===== config.mk =====
export PLATFORM = sky130hd
export DESIGN_NAME = rom_burst_reader
export DESIGN_NICKNAME = d
export VERILOG_FILES = /design/src/rtl/rom_burst_pkg.sv /design/src/rtl/rom_burst_table.sv /design/src/rtl/rom_burst_reader.sv
export SDC_FILE = /design/constraint.sdc
export NUM_CORES = 1
export LEC_CHECK = 0
export CAP_MARGIN = 5
export CORE_MARGIN = 1
export CORE_UTILIZATION = 34
export CTS_BUF_LIST = sky130_fd_sc_hd__clkbuf_2 sky130_fd_sc_hd__clkbuf_4 sky130_fd_sc_hd__clkbuf_8
export DETAILED_ROUTE_END_ITERATION = 10
export PLACE_DENSITY = 0.65
export RECOVER_POWER = 100
export SLEW_MARGIN = 0
export SYNTH_ARGS = -nofsm -noshare
export SYNTH_HDL_FRONTEND = slang
export SYNTH_SLANG_ARGS = --single-unit

===== constraint.sdc =====
create_clock -name clk -period 7.1 [get_ports clk]
set_input_delay 0.71 -clock clk [delete_from_list [all_inputs] [get_ports clk]]
set_output_delay 0.71 -clock clk [all_outputs]
set_load 0.05 [all_outputs]

===== src/rtl/rom_burst_pkg.sv =====
// Shared types and constant table for the ROM burst reader.
// Holds the FSM state encoding, the eight default 14-bit ROM words and the
// lookup function that widens or narrows them to the configured data width.
package rom_burst_pkg;

  typedef enum logic [1:0] {
    IDLE = 2'd0,
    SEND = 2'd1,
    DONE = 2'd2
  } burstState_e;

  localparam int ROM_WORD_W  = 14;
  localparam int ROM_ENTRIES = 8;
  localparam int MAX_W       = 64;

  localparam logic [ROM_WORD_W-1:0] DEFAULT_WORDS [0:ROM_ENTRIES-1] = '{
    14'h1555, 14'h1999, 14'h19E7, 14'h2294,
    14'h010C, 14'h0E03, 14'h006C, 14'h05AD
  };

  // Returns the table word for addr, zero-extended and masked to dataW bits.
  // Indices past the populated table read as zero.
  function automatic logic [MAX_W-1:0] rom_word(input logic [31:0] addr, input int dataW);
    logic [MAX_W-1:0] word;
    logic [MAX_W-1:0] mask;
    if (addr < 32'(ROM_ENTRIES)) begin
      word = {{(MAX_W-ROM_WORD_W){1'b0}}, DEFAULT_WORDS[addr[2:0]]};
    end else begin
      word = {MAX_W{1'b0}};
    end
    if (dataW < MAX_W) begin
      mask = (64'd1 << dataW) - 64'd1;
    end else begin
      mask = {MAX_W{1'b1}};
    end
    return word & mask;
  endfunction

endpackage


===== src/rtl/rom_burst_table.sv =====
// Combinational ROM lookup, parametrised on data and address width.
module rom_burst_table
  import rom_burst_pkg::*;
#(
  parameter int DATA_W = 14,
  parameter int ADDR_W = 3
) (
  input  logic [ADDR_W-1:0] addr,
  output logic [DATA_W-1:0] data
);

  // Pure table lookup; no state.
  always_comb begin
    data = DATA_W'(rom_word(32'(addr), DATA_W));
  end

endmodule


===== src/rtl/rom_burst_reader.sv =====
// Streams a burst of ROM words over valid/ready, one word per cycle, with
// address wrap, optional looping, abort and done/err pulses.
// Optional feature: define ROM_PARITY_EN to add par_out, the registered
// XOR-reduce parity of data_out.
module rom_burst_reader
  import rom_burst_pkg::*;
#(
  parameter int DATA_W = 14,
  parameter int ADDR_W = 3
) (
  input  logic              clk,
  input  logic              rst_n,
  input  logic              start,
  input  logic [ADDR_W-1:0] start_addr,
  input  logic [ADDR_W:0]   burst_len,
  input  logic              loop_en,
  input  logic              stop,
  input  logic              ready_in,
  output logic              valid_out,
  output logic [DATA_W-1:0] data_out,
  output logic [ADDR_W-1:0] addr_out,
  output logic              last_out,
  output logic              busy,
  output logic              done,
  output logic              err
`ifdef ROM_PARITY_EN
  ,
  output logic              par_out
`endif
);

  localparam logic [ADDR_W:0] DEPTH_C = {1'b1, {ADDR_W{1'b0}}};
  localparam logic [ADDR_W:0] ONE_LEN = {{ADDR_W{1'b0}}, 1'b1};

  burstState_e       state_r, stateNext_s;
  logic [ADDR_W-1:0] addr_r, addrNext_s, startAddr_r, startAddrNext_s, lookupAddr_s;
  logic [ADDR_W:0]   remain_r, remainNext_s, burstLen_r, burstLenNext_s;
  logic              loopEn_r, loopEnNext_s;
  logic [DATA_W-1:0] data_r, tableWord_s;
  logic              valid_r, validNext_s, last_r, lastNext_s;
  logic              busy_r, busyNext_s, done_r, doneNext_s, err_r, errNext_s;
  logic              loadWord_s, handshake_s, lenLegal_s;

  assign handshake_s = valid_r & ready_in;
  assign lenLegal_s  = (burst_len != {(ADDR_W+1){1'b0}}) && (burst_len <= DEPTH_C);

  rom_burst_table #(.DATA_W(DATA_W), .ADDR_W(ADDR_W)) uTable (
    .addr (lookupAddr_s),
    .data (tableWord_s)
  );

  // Next-state and next-output decode; every register's next value starts as a hold.
  always_comb begin
    stateNext_s     = state_r;
    addrNext_s      = addr_r;
    remainNext_s    = remain_r;
    lastNext_s      = last_r;
    startAddrNext_s = startAddr_r;
    burstLenNext_s  = burstLen_r;
    loopEnNext_s    = loopEn_r;
    lookupAddr_s    = addr_r;
    loadWord_s      = 1'b0;
    errNext_s       = 1'b0;
    case (state_r)
      IDLE: begin
        if (start) begin
          if (lenLegal_s) begin
            startAddrNext_s = start_addr;
            burstLenNext_s  = burst_len;
            loopEnNext_s    = loop_en;
            lookupAddr_s    = start_addr;
            addrNext_s      = start_addr;
            remainNext_s    = burst_len - ONE_LEN;
            lastNext_s      = (burst_len == ONE_LEN);
            loadWord_s      = 1'b1;
            stateNext_s     = SEND;
          end else begin
            errNext_s = 1'b1;
          end
        end else begin
          stateNext_s = IDLE;
        end
      end
      SEND: begin
        if (stop) begin
          // Abort wins over any reload; the current word only moved if ready_in was high.
          stateNext_s = DONE;
          lastNext_s  = 1'b0;
        end else if (handshake_s) begin
          if (remain_r != {(ADDR_W+1){1'b0}}) begin
            addrNext_s   = addr_r + ADDR_W'(1'b1);
            lookupAddr_s = addr_r + ADDR_W'(1'b1);
            remainNext_s = remain_r - ONE_LEN;
            lastNext_s   = (remain_r == ONE_LEN);
            loadWord_s   = 1'b1;
          end else if (loopEn_r) begin
            // Restart the pass straight away so looping has no bubble.
            addrNext_s   = startAddr_r;
            lookupAddr_s = startAddr_r;
            remainNext_s = burstLen_r - ONE_LEN;
            lastNext_s   = (burstLen_r == ONE_LEN);
            loadWord_s   = 1'b1;
          end else begin
            stateNext_s = DONE;
            lastNext_s  = 1'b0;
          end
        end else begin
          stateNext_s = SEND;
        end
      end
      DONE: begin
        stateNext_s = IDLE;
      end
      default: begin
        stateNext_s = IDLE;
        lastNext_s  = 1'b0;
      end
    endcase
    validNext_s = (stateNext_s == SEND);
    busyNext_s  = (stateNext_s != IDLE);
    doneNext_s  = (stateNext_s == DONE);
  end

  // State, counters and registered outputs; async reset clears everything.
  always_ff @(posedge clk or negedge rst_n) begin
    if (!rst_n) begin
      state_r     <= IDLE;
      addr_r      <= {ADDR_W{1'b0}};
      startAddr_r <= {ADDR_W{1'b0}};
      remain_r    <= {(ADDR_W+1){1'b0}};
      burstLen_r  <= {(ADDR_W+1){1'b0}};
      loopEn_r    <= 1'b0;
      data_r      <= {DATA_W{1'b0}};
      valid_r     <= 1'b0;
      last_r      <= 1'b0;
      busy_r      <= 1'b0;
      done_r      <= 1'b0;
      err_r       <= 1'b0;
    end else begin
      state_r     <= stateNext_s;
      addr_r      <= addrNext_s;
      startAddr_r <= startAddrNext_s;
      remain_r    <= remainNext_s;
      burstLen_r  <= burstLenNext_s;
      loopEn_r    <= loopEnNext_s;
      data_r      <= loadWord_s ? tableWord_s : data_r;
      valid_r     <= validNext_s;
      last_r      <= lastNext_s;
      busy_r      <= busyNext_s;
      done_r      <= doneNext_s;
      err_r       <= errNext_s;
    end
  end

  assign valid_out = valid_r;
  assign data_out  = data_r;
  assign addr_out  = addr_r;
  assign last_out  = last_r;
  assign busy      = busy_r;
  assign done      = done_r;
  assign err       = err_r;

`ifdef ROM_PARITY_EN
  logic par_r;

  function automatic logic evenParity(input logic [DATA_W-1:0] w);
    return ^w;
  endfunction

  // Parity is captured together with the data word so the two stay aligned.
  always_ff @(posedge clk or negedge rst_n) begin
    if (!rst_n) begin
      par_r <= 1'b0;
    end else begin
      par_r <= loadWord_s ? evenParity(tableWord_s) : par_r;
    end
  end

  assign par_out = par_r;
`endif

endmodule


# [After elaboration in Yosys (flattened, before gate mapping)]
# Memory sizes are Yosys's and may differ from the RTL's. A register that Yosys moved wholly into a read port is not among the register bits.
# Index checks and enable logic that the tools add are counted.
[totals] reg_bits=22 mem_bits_ro=112 in_bits=13 elab_cells=81 mem_count=1
[mem_list] name="(no name shown)" words=8 width=14 read_ports=1 rd_ports_with_merged_regs=1 write_ports=0 line_no="rom_burst_pkg.sv:27" rtl="word = {{(MAX_W-ROM_WORD_W){1'b0}}, DEFAULT_WORDS[addr[2:0]]};"
[op_classes] addsub=4 order_cmp=1 eq_ne=13 mux=38 bitwise=3 n_reduce_logical=10
[op_table] op="$mux W4" count=6
[op_table] op="$mux W3" count=6
[op_table] op="$mux W1" count=15
[op_table] op="$eq A4 B1 Y1 const B" count=3
[op_table] op="$mux W2" count=6
[op_table] op="$sub A4 B1 Y4 const B" count=3
[op_table] op="$ne A2 B2 Y1 const B" count=4
[op_table] op="$pmux W4 S2" count=1
[op_table] op="$reduce_bool A4 Y1" count=2
[op_table] op="$ne A3 B3 Y1 const B" count=2
[op_table] op="$pmux W3 S2" count=1
[op_table] op="$reduce_and A6 Y1" count=1
[op_table] op="$eq A2 B1 Y1 const B" count=2
[op_table] op="$eq A2 B2 Y1 const B" count=2
[op_table] op="$le A4 B4 Y1 const B" count=1
[op_table] op="$not A3 Y4" count=1
[op_table] op="$pmux W2 S2" count=1
[op_table] op="$reduce_and A4 Y1" count=1
[op_table] op="$reduce_bool A2 Y1" count=2
[op_table] op="$add A3 B1 Y3 const B" count=1
[op_table] op="$pmux W1 S3" count=1
[op_table] op="$reduce_and A3 Y1" count=1
[op_table] op="$logic_not A2 Y1" count=1
[op_table] op="$pmux W1 S2" count=1
[op_table] op="other kinds (4)" count=4

# [Logic depth before layout (Yosys ltp)]
[depth] depth_word=6 ltp_mapped=11 mapped_depth_nobuf=10

# [Hierarchy]
# Synthesis repeated with hierarchy kept, for this count alone.
[hier_totals] cells_unflattened=194 area_unflattened_um2=2182.1
[by_module_without_submodules] mod="rom_burst_reader" n_inst=1 cells_per_inst=161 area_each_um2=1933.1
[by_module_without_submodules] mod="rom_burst_table" n_inst=1 cells_per_inst=33 area_each_um2=249.0

# [Worst setup path after synthesis]
# OpenSTA, ideal clock, no wires.
[synth_path] path_type="input to register" startpoint="input port burst_len[0]" endpoint="register data_r[7] (netlist: data_out[7])" setup_time_ns=0.121 arrival_time_ns=2.808 t_required_ns=6.979 setup_slack_ns=4.171 path_stages=11 n_path_buf=1 cell_sequence="inv_1 > ha_1 > nor2b_2 > mux2i_2 > and2_1 > clkbuf_1 > a221oi_2 > inv_1 > ha_1 > o21a_1 > a22o_1"
[synth_between] elab_chain_cells=6 word_cells_on_any_way=10
[synth_rtl] element="start, declared" line_no="rom_burst_reader.sv:15" rtl="input logic [ADDR_W:0] burst_len,"
[synth_rtl] element="$le A4 B4 Y1 / $reduce_bool A4 Y1 (equally long branches)" line_no="rom_burst_reader.sv:45" rtl="assign lenLegal_s = (burst_len != {(ADDR_W+1){1'b0}}) && (burst_len <= DEPTH_C);"
[synth_rtl] element="$logic_and A1 B1 Y1 *" line_no="rom_burst_reader.sv:45"
[synth_rtl] element="$mux W3 *"
[synth_rtl] element="$mux W3 *" line_no="rom_burst_reader.sv:66" rtl="if (start) begin"
[synth_rtl] element="$pmux W3 S2 *"
[synth_rtl] element="via addrNext_s[1]" line_no="rom_burst_reader.sv:36" rtl="logic [ADDR_W-1:0] addr_r, addrNext_s, startAddr_r, startAddrNext_s, lookupAddr_s;"
[synth_rtl] element="$not A3 Y4 (not written as such) *" line_no="rom_burst_pkg.sv:27"
[synth_rtl] element="end, declared" line_no="rom_burst_reader.sv:39" rtl="logic [DATA_W-1:0] data_r, tableWord_s;"
# The timed path passes the listed nets; every way through them passes the cells marked *.
# A chain may end at the register's enable or synchronous reset.

# [Worst setup path after layout]
[layout_path] startpoint="input port burst_len[0]" endpoint="register data_r[4] (netlist: data_out[4])"
[layout_between] elab_chain_cells=6 word_cells_on_any_way=10
[layout_rtl] element="$le A4 B4 Y1 / $reduce_bool A4 Y1 (equally long branches)" line_no="rom_burst_reader.sv:45"
[layout_rtl] element="$logic_and A1 B1 Y1 *" line_no="rom_burst_reader.sv:45"
[layout_rtl] element="$mux W3"
[layout_rtl] element="$mux W3" line_no="rom_burst_reader.sv:66"
[layout_rtl] element="$pmux W3 S2"
[layout_rtl] element="$not A3 Y4 (not written as such)" line_no="rom_burst_pkg.sv:27"
# Mark *: on every way between the ends. The rest lies on a longest branch, timed or not.

==> impl_metrics.json <==
{
  "wl_per_cell_um": 14.57,
  "maxSlewViolCount": 82,
  "start_kind": "input pin",
  "placed_area_sq_um": 2441,
  "fp.dieW_um": 79.78,
  "coreArea_sq_um": 5675,
  "criticalPathCategory": "in -> reg",
  "ant_nets": 0,
  "final_area_sq_um": 2515,
  "drc": 0,
  "dp.cells": 310,
  "diodes": 0,
  "clkSinkCount": 36,
  "yosys_warnings": 0,
  "cp_data_arrival_time_ns": 5.12,
  "cts_root_buf": "clkbuf_8",
  "syn-num-nets": 238,
  "io_buffers": 34,
  "drtIter0Drc": 92,
  "drive_above_1_share_pct": 6.911,
  "post_cts_resized": 0,
  "crit_path_end_kind": "flip-flop",
  "crit_fanout": 18,
  "htreeDepth": 2,
  "ys_top_cells_by_count": "dfrtp_1, nand2_1, nor2_1",
  "synth_cell_types": 47,
  "track_usage_pct": 16.28,
  "cp.required_ns": 7.31,
  "ys.flop_type": "dfrtp_1",
  "fillers": 567,
  "die-area_sq_um": 6365,
  "rows": 27,
  "maxCapViolations": 3,
  "syn_avg_cell_area_sq_um": 9.657,
  "ctsHoldBuffers": 0,
  "powerDensity_nw_per_um2": 438.8,
  "vdd_ir_drop_max_v": 0.0002237,
  "synth_area_leaders": "dfrtp_1, ha_1, nand2_1",
  "drtPass1Iterations": 4,
  "antenna_found_initial": 0,
  "clk_latency_ns": 0.29,
  "maxSlewHeadroom_pct": -80.36,
  "dp_hpwl_um": 3237,
  "ios": 35,
  "vias": 1603,
  "holdCritPathClass": "reg -> reg",
  "chipHeight_um": 79.78,
  "whs_ns": 0.4677,
  "status": "complete, but fails checks",
  "start_util_pct": 36.24,
  "post-route-period-util_pct": 69.11,
  "final_util_pct": 44.31,
  "violations": "capacitance limit, slew limit",
  "grt_max_degree": 37,
  "cts_tree": "yes",
  "syn_inst": 213,
  "ys_ff_latch": 36,
  "drt_wl_total_um": 4632,
  "syn_area_sq_um": 2057,
  "cts_inserted_buffers": 5,
  "yosysMostFrequentCell": "dfrtp_1",
  "max_freq_ghz": 0.2038,
  "power_leakage_nw": 1.170,
  "synth_top_area_share_pct": 43.80,
  "grt_pass1_wl_um": 7872,
  "synth_top_cell_by_area": "dfrtp_1",
  "rsz0062_at_grt": "no",
  "worst_pin_slew_ns": 2.681,
  "overflow": 0,
  "nets": 270,
  "synth_enable_flop_cells": 0,
  "ys_async_sr_fraction_pct": 100.0,
  "hold_violations": 0,
  "synth_seq_area_share_pct": 43.80,
  "final.setup_skew_ns": 0.005975,
  "finalSetupTns_ns": 0,
  "finalNonFillerCells": 318,
  "via_per_inst": 5.041,
  "grt_pass1_vias": 1639,
  "gp_congestion": 0.7784,
  "setup_violations": 0,
  "syn2layout_area_growth_pct": 22.26,
  "postCtsSetupBuffers": 0,
  "clkTransAtPathRegs_ns": 0.08,
  "cts_buffer_depth": 2,
  "layout_min_cycle_time_ns": 4.907
}
==> cell usage in the layout (no fill, tap or decap), drive strengths merged, types with 2 or more instances in the layout <==
cell / instances
mux2: 6
o21ai: 19
nand2b: 5
and3: 2
dlygate4sd3: 24
and2: 3
a21oi: 14
dfrtp: 36
nor2b: 2
nor4: 4
nor2: 16
inv: 12
nand3: 7
ha: 12
a31oi: 2
nand2: 23
clkdlybuf4s50: 10
nand3b: 2
clkbuf: 6
a21o: 2
a221oi: 2
nor3: 5
mux2i: 8
xor2: 5
==> flip-flops by register name, indices dropped and copies added (netlist names), 2 cells and up <==
signal,count
remain_r,4
addr_out,3
startAddr_r,3
data_out,14
state_r,2
burstLen_r,4
==> critical path: stages <==
cell           delay, ns
dlygate4sd3_1       0.59
inv_1               0.08
ha_1                0.18
nor2b_1             0.24
mux2i_1             0.49
mux2i_1             0.16
nor4_1              2.07
o21ai_0             0.37
o21ai_1             0.24
==> routing by layer <==
layer | up-vias | track usage (%) | routed length [um]
met1 | 757 | 22.20 | 2296
li1 | 805 | - | -
met2 | 36 | 24.87 | 2073
met3 | 5 | 4.343 | 199
met4 | 0 | 5.357 | 63
met5 | - | 0 | 0
==> logic make-up (layout without fill, tap and decap cells) <==
kind of cell    count (synthesis)  after routing  synth area share (%)
fa+ha+maj                      12             12                 7.299
simple gates                   74             74                 18.92
buf+inv                        22             55                 4.805
mux                            14             14                 7.360
xor+xnor                        5              5                 2.129
flops                          36             36                 43.80
compound gates                 50             50                 15.69
==> metrics by stage <==
stage,total power (W),worst slack (ns)
floorplan,0.0007787,4.171
detailed placement,0.0009586,3.153
global placement,0.0009515,3.300
CTS,0.001147,3.463
finish,0.001104,2.193
global route,0.001184,1.613
==> power by group <==
| group | internal, W | switching [W] |
|---|---|---|
| combinational | 0.000192 | 0.000376 |
| clock | 0.000104 | 0.0000769 |
| sequential | 0.000284 | 0.0000703 |
| total | 0.000580 | 0.000523 |
==> worst paths after layout <==
path | from | end | slack (ns) | depth (start not counted)
max | burst_len[0] | data_out[4] | 2.19 | 9
min | data_out[12] | data_out[12] | 0.47 | 2
max reg2reg | remain_r[0] | data_out[4] | 2.66 | 8
min reg2reg | data_out[12] | data_out[12] | 0.47 | 2
max in group asynchronous | rst_n | startAddr_r[2] | 4.51 | 2
min in group asynchronous | rst_n | last_out | 1.49 | 2
==> cell type report <==
type | instances | area [sq um] | share of cell area [%]
Multi-Input combinational cell | 155 | 1023 | 40.70
Clock buffer | 5 | 68.82 | 2.736
Clock inverter | 3 | 42.54 | 1.692
Tap cell | 72 | 90.09 | 3.582
Timing Repair Buffer | 35 | 344.1 | 13.68
Inverter | 12 | 45.04 | 1.791
Sequential cell | 36 | 900.9 | 35.82
(Power assumes the default switching activity.)
==> variant: new RTL, same settings <==
The 3 states of `burstState_e` get a one-hot encoding in 3 bits.
--- a/src/rtl/rom_burst_pkg.sv
+++ b/src/rtl/rom_burst_pkg.sv
@@ -4,8 +4,8 @@
 package rom_burst_pkg;
 
-  typedef enum logic [1:0] {
-    IDLE = 2'd0,
-    SEND = 2'd1,
-    DONE = 2'd2
+  typedef enum logic [2:0] {
+    IDLE = 3'b001,
+    SEND = 3'b010,
+    DONE = 3'b100
   } burstState_e;
 
Function: no difference found for any inputs over 4 cycles, from zero or initial values and one cycle with rst_n low; so few cycles prove little.
==> variant against the original RTL <==
  * The run still ends with capacitance limit, slew limit left
  * Wire length is 0.65% higher
  * Fmax is 7.6% higher
  * Design area is 2.8% higher
  * Count of clock-buffer cells in the layout is 2 higher
  * Critical path type is now reg2reg
  * Clock skew is 0.0033 ns lower
  * Sequential cell count is 1 higher
  * Area after synthesis is 3.4% higher
  * Power is 12% lower
  * Highest routed layer unchanged
  * Die area is 3.3% higher
  * Setup slack better by 0.35 ns
  * Critical path depth is 2 higher
==> variant: results (changes against the original RTL) <==
| Metric | Value |
|---|---|
| Status | finished with violations |
| Failing checks | capacitance limit, slew limit |
| Largest net degree at the start of global routing | 38 (+2.7%) |
| Register area share after synthesis | 0.4359 (-0.002074) |
| Post-Synth Adder-Cell Area | 0.07059 (-0.002404) |
| Share of cells above drive strength 1 | 0.07224 (+0.003138) |
| CP max stage delay | 1.05 ns (-1.02 ns) |
| DRT Wirelength | 4662 um (+0.65%) |
| Peak supply drop | 0.1763 mV (-21%) |
| Slew Limit Fails | 38 (-54%) |
| Reg2Reg Setup Slack | 2.54 ns (-0.12 ns) |
| Leak | 1.176 nW (+0.50%) |
| Vias in the first global route | 1596 (-2.6%) |
| Ranking of synthesized cells by area | dfrtp_1 42%, nand2_1 7.4%, ha_1 7.1%, o21ai_0 3.8%, nor2_1 3.4% |
| Max-Cap Viols | 1 (-2) |
| Comb pwr | 470 uW (-17%) |
| Clock network power | 163 uW (-9.9%) |
| Hpwl dp | 3355 um (+3.6%) |
| PD cells | 374.4 nW/um^2 (-15%) |
| Crit Path Category | reg2reg |
| WHS | 0.4610 ns (-0.006705 ns) |
| HP Start | data_out[13] |
| Setup crit end | data_out[11] |
| Grt met2 use | 0.2739 (+0.02523) |
| Slew HR | -0.3069 (+0.4967) |
| Final Wtd Congestion | 0.7929 (+1.9%) |
| Met3 wire len | 149 um (-25%) |
| Initial DRC Count | 98 (+6.5%) |
| Via count | 1692 (+5.6%) |
| Compound-Gate Fraction of Synth Area | 0.1647 (+0.007772) |
| Met1 Resource Use GR | 0.1962 (-0.02577) |
| Syn nets | 250 (+5.0%) |
## variant: cell types whose count changed in the layout (fill, tap and decap cells not counted), moves of 2 or more
cell,delta
a211oi_1,+5
nand2_1,+19
clkbuf_8,+2
mux2_2,-4
nor4_1,-3
nor3b_1,+3
o31ai_1,+4
clkbuf_1,+3
nor2_1,+3
o21ai_1,-2
nand3_1,-3
and2_1,-2
xor2_1,-2
## variant: area by class of cell
class / instances / area, um^2
inverter: 14 / 55.05
clock inverter: 1 / 5.005
tap: 75 / 93.84
clock buffer: 7 / 96.34
fill: 587 / 3405
sequential: 37 / 927.1
timing repair buffer: 37 / 345.3
multi-input combinational: 167 / 1064
## variant: through the flow
stage,utilization,std cells,setup WS [ns],area [um^2]
2_1_floorplan,-,225,4.129,2127
3_3_place_gp,0.4188,330,3.309,2509
3_5_place_dp,0.4188,330,3.198,2509
4_1_cts,0.4357,338,3.505,2610
5_1_grt,0.4317,338,2.152,2586
6_report,0.4317,338,2.539,2586
